**src/rtl/uart_transmitter.sv**
```systemverilog
// 8N1 serial transmitter, LSB first, fixed clock divider per bit.
// Emits one-cycle started/done pulses that pace the upstream data sender.
module uart_transmitter #(
   parameter int CLK_DIV = 104
) (
   input  logic       clk,
   input  logic       rst,
   input  logic [7:0] data_in,
   input  logic       send,
   output logic       tx,
   output logic       busy,
   output logic       transmission_started,
   output logic       transmission_done
);

   localparam int DIV_W = $clog2(CLK_DIV);

   typedef enum logic [1:0] {S_IDLE, S_START, S_DATA, S_STOP} state_t;

   state_t           r_state, w_state_nx;
   logic [DIV_W-1:0] r_div, w_div_nx;
   logic [2:0]       r_bit, w_bit_nx;
   logic [7:0]       r_shift, w_shift_nx;
   logic             r_tx, w_tx_nx;
   logic             r_busy, w_busy_nx;
   logic             r_started, w_started_nx;
   logic             r_done, w_done_nx;
   logic             w_div_end;

   assign w_div_end = (r_div == DIV_W'(CLK_DIV - 1));

   always_comb begin
      w_state_nx   = r_state;
      w_div_nx     = w_div_end ? '0 : r_div + 1'b1;
      w_bit_nx     = r_bit;
      w_shift_nx   = r_shift;
      w_started_nx = 1'b0;
      w_done_nx    = 1'b0;
      case (r_state)
         S_IDLE: begin
            w_div_nx = '0;
            if (send) begin
               w_shift_nx   = data_in;
               w_state_nx   = S_START;
               w_started_nx = 1'b1;
            end
         end
         S_START: begin
            if (w_div_end) begin
               w_state_nx = S_DATA;
               w_bit_nx   = '0;
            end
         end
         S_DATA: begin
            if (w_div_end) begin
               w_shift_nx = r_shift >> 1;
               w_bit_nx   = r_bit + 1'b1;
               if (r_bit == 3'd7) w_state_nx = S_STOP;
            end
         end
         S_STOP: begin
            if (w_div_end) begin
               w_state_nx = S_IDLE;
               w_done_nx  = 1'b1;
            end
         end
         default: w_state_nx = S_IDLE;
      endcase

      // Line level follows the state being entered so every output is a flop.
      case (w_state_nx)
         S_START: w_tx_nx = 1'b0;
         S_DATA:  w_tx_nx = w_shift_nx[0];
         default: w_tx_nx = 1'b1;
      endcase
      w_busy_nx = (w_state_nx != S_IDLE);
   end

   always_ff @(posedge clk) begin
      if (rst) begin
         r_state   <= S_IDLE;
         r_div     <= '0;
         r_bit     <= '0;
         r_shift   <= '0;
         r_tx      <= 1'b1;
         r_busy    <= 1'b0;
         r_started <= 1'b0;
         r_done    <= 1'b0;
      end else begin
         r_state   <= w_state_nx;
         r_div     <= w_div_nx;
         r_bit     <= w_bit_nx;
         r_shift   <= w_shift_nx;
         r_tx      <= w_tx_nx;
         r_busy    <= w_busy_nx;
         r_started <= w_started_nx;
         r_done    <= w_done_nx;
      end
   end

   assign tx                   = r_tx;
   assign busy                 = r_busy;
   assign transmission_started = r_started;
   assign transmission_done    = r_done;

endmodule

```
**config.mk**
```make
export PLATFORM = sky130hd
export DESIGN_NAME = uart_transmitter
export DESIGN_NICKNAME = d
export VERILOG_FILES = /design/src/rtl/uart_transmitter.sv
export SDC_FILE = /design/constraint.sdc
export NUM_CORES = 1
export LEC_CHECK = 0
export ABC_AREA = 1
export BUFFER_PORTS_ARGS = -buffer_cell sky130_fd_sc_hd__buf_4
export CORE_MARGIN = 2
export CORE_UTILIZATION = 54
export DETAILED_ROUTE_END_ITERATION = 7
export PLACE_DENSITY = 0.76
export SYNTH_ARGS = -nofsm -noshare
export SYNTH_HDL_FRONTEND = slang
export SYNTH_SLANG_ARGS = --single-unit
```
**constraint.sdc**
```tcl
create_clock -name clk -period 1.5 [get_ports clk]
set_input_delay 0.15 -clock clk [delete_from_list [all_inputs] [get_ports clk]]
set_output_delay 0.15 -clock clk [all_outputs]
set_load 0.01 [all_outputs]
```
==> results.toml <==
[status]
outcome = "complete, no violations"

[detailed_routing]
wl_met3_um = 94
first_pass_iters = 4
wl_per_cell_um = 10.0
via_per_inst = 4.95
ant_nets = 0
wl_um = 1860
vias = 920
met1_length_um = 929
met2_length_um = 816
drc = 0
drt_iter0_markers = 34
route.top_layer_used = "met4"

[timing]
finalCritPeriodShare = 0.909
whs_ns = 0.0185
setup_viol = 0
hold_viol_final = 0
finClkSkew_ns = 0.00705
fin_ws_ns = 0.136
tightest_slew_ns = 0.364
rsz0062_at_grt = "no"
relSlewSlack = 0.757
period_minus_slack_ns = 1.36
setup-tns-final_ns = 0
maxSlewViolCount = 0
fmax_mhz = 733

[power_and_ir_drop]
pwr_density_cell_nw_per_um2 = 875
comb_power_share = 0.106
switching_share = 0.239
p_clk_frac = 0.298
p_sw_mw = 0.271
p_leak_nw = 0.613
p_int_mw = 0.864
p_seq_frac = 0.596
irDropWorstVdd_uv = 680

[setup_path]
reg2regPathDepth = 7
r2r_slack_ns = 0.14
required_ns = 1.73
arrival_ns = 1.59
r2r_end = "r_shift[6]$_SDFFE_PP0P_"
startpoint_type = "register"
max_stage_delay_ns = 0.38
crit_slowest_cell = "dfxtp_2"
critical_path.max_fanout = 7
worst_setup_path_end_kind = "register"
crit_family = "simple AND/OR/NAND/NOR gates"
crit_chain = "ha_4 -> nand2_2 -> nand3b_4 -> nor2_8 -> nor2_4 -> a21oi_1 -> nor2_1"
crit_type = "register to register"
worst-path-buf-inv = 0
worst_r2r_startpoint = "r_div[0]$_SDFF_PP0_"
startpoint = "r_div[0]$_SDFF_PP0_"

[synth]
synthDominantCellAreaShare = 0.437
synth_compound_area_frac = 0.0876
syn_nets = 155
ys_ff_latch = 24
synth_top_area_cell = "dfxtp_1"
ys_async_sr_fraction = 0
muxShareOfSynthArea = 0
yosys_most_used_dff = "dfxtp_1"
synth_adder_area_share = 0.0341
synthSimpleGateAreaFrac = 0.371
ys_warn_count = 0
synth_xor_area_frac = 0.0159
syn_inst = 141
ys_types = 25
yosysSeqAreaShare = 0.437
synthesis.area_um2 = 1100
yosys-top-cells-area = "dfxtp_1 44%, nand2_1 12%, nor2_1 5.8%, a21oi_1 5.0%, inv_1 4.1%"
synth_edf_count = 0
yosys-top-cells-count = "35 x nand2_1, 24 x dfxtp_1, 17 x nor2_1, 12 x inv_1, 11 x a21oi_1"
synth.most_common_cell = "nand2_1"
synth_top_family_by_area = "simple AND/OR/NAND/NOR gates"
avgSynthCellArea_um2 = 7.80

[global_route]
overflow = 0
grt_max_degree = 14
grt_pass1_vias = 792
antenna_found_initial = 0
grtUsageTotal = 0.174
grt_pass1_wl_um = 3260

[clock_tree]
clk_latency_ns = 0.31
cts.sinks = 24
clk_pin_slew_ns = 0.13
cts_tree = "done"
cts_inserted_buffers = 3
root_buffer = "clkbuf_4"
post-cts-setup-buffer-count = 0
htree_levels = 1
clockBufferDepth = 2

[final_layout]
drive_gt1_frac = 0.270
n_fill_cell = 165
nets = 174
area_growth_pct = 18.0
fin_util = 0.668
multi_input_area_um2 = 583
seq_area_um2 = 483
antenna_cells = 0

[run]
cap_viol_max_count = 0

[worst_hold_path]
whs_endpoint = "r_shift[7]$_SDFFE_PP0P_"
min_from = "data_in[7]"
holdPathStages = 3
hold_class = "input port to register"

[placement]
dp_hpwl_um = 1420
post-place-ws_ns = 0.0886
portBuffers = 14
place_congestion = 0.807

[floorplan]
die-area_um2 = 2410
core_area_um2 = 1940
rows = 16
initial_utilization = 0.566
ios = 15
die_w_um = 49.1
die_h_um = 49.1
## kinds of logic after synthesis
logic type | count (synthesis)
simple gates | 79
flops | 24
compound gates | 17
buf+inv | 16
fa+ha+maj | 3
xor+xnor | 2
## metal layers
| layer | up-vias | global-route usage |
|---|---|---|
| met5 | - | 0 |
| met1 | 407 | 0.250 |
| met2 | 25 | 0.250 |
| met4 | 0 | 0.0762 |
| met3 | 3 | 0.0368 |
| li1 | 485 | - |
## registers in the layout (all words and copies together), names as in the netlist
register / flops
transmission_started: 1
tx: 1
busy: 1
r_bit: 3
r_state: 2
r_div: 7
transmission_done: 1
r_shift: 8
## placed cells by master, fill, tap and decap left out
master	n
a2111oi_1	1
buf_4	14
nor2_1	17
dfxtp_2	2
nand2_2	7
nand2_1	35
inv_2	3
clkbuf_4	3
clkbuf_8	1
nor2_2	3
nor3b_1	2
a21oi_1	11
nor2_4	3
inv_1	12
nand3b_4	1
o211ai_1	1
dfxtp_1	22
nor2_8	1
nor3_1	1
o21ai_1	1
ha_1	2
o21ai_0	2
xnor2_1	1
nand3_1	7
nand3_2	1
xor2_1	1
o21ai_2	1
ha_4	1
nand2_4	2
## through the flow
stage / instances / area, um2 / power (mW)
finish: 186 / 1300 / 1.14
global route: 186 / 1300 / 1.19
CTS: 185 / 1270 / 1.14
detailed placement: 181 / 1230 / 0.810
global placement: 181 / 1230 / 0.807
floorplan: 141 / 1100 / 0.763
## layout make-up
cell class | instances | share of cell area
clock buffer | 4 | 0.0280
inverter | 15 | 0.0434
multi-input combinational | 102 | 0.449
sequential | 24 | 0.372
tap | 27 | 0.0260
timing repair buffer | 14 | 0.0810
## how the worst max path moves through the flow
| stage | endpoint | slack, ns | cells after the start |
|---|---|---|---|
| final | r_shift[6]$_SDFFE_PP0P_ | 0.14 | 7 |
| after global routing | r_shift[1]$_SDFFE_PP0P_ | 0.04 | 7 |
| after CTS | r_shift[3]$_SDFFE_PP0P_ | 0.08 | 7 |
| after detailed placement | r_shift[6]$_SDFFE_PP0P_ | 0.09 | 7 |
| after global placement | r_shift[1]$_SDFFE_PP0P_ | 0.13 | 7 |
| after floorplan | r_shift[1]$_SDFFE_PP0P_ | 0.19 | 7 |
## power groups by stage
stage          clock [mW]  sequential (mW)  combinational [mW]
3_5_place_dp            0            0.689               0.121
5_1_grt             0.372            0.680               0.139
4_1_cts             0.345            0.675               0.121
2_1_floorplan           0            0.689              0.0732
3_3_place_gp            0            0.689               0.118
6_report            0.338            0.676               0.121
## worst reg2reg max path, delay by kind of cell (launching register included)
kind / cells / cell delay, ns
and+or+nand+nor: 5 / 0.61
DFF: 1 / 0.38
adders and majority gates: 1 / 0.15
AOI/OAI and AO/OA: 1 / 0.15
## timing repair
item                       in CTS  in global routing
setup endpoints to repair       0                  7
hold buffers                    0                  0
gates resized for setup         0                  4
Note: power is estimated with default switching activity, not from simulation.
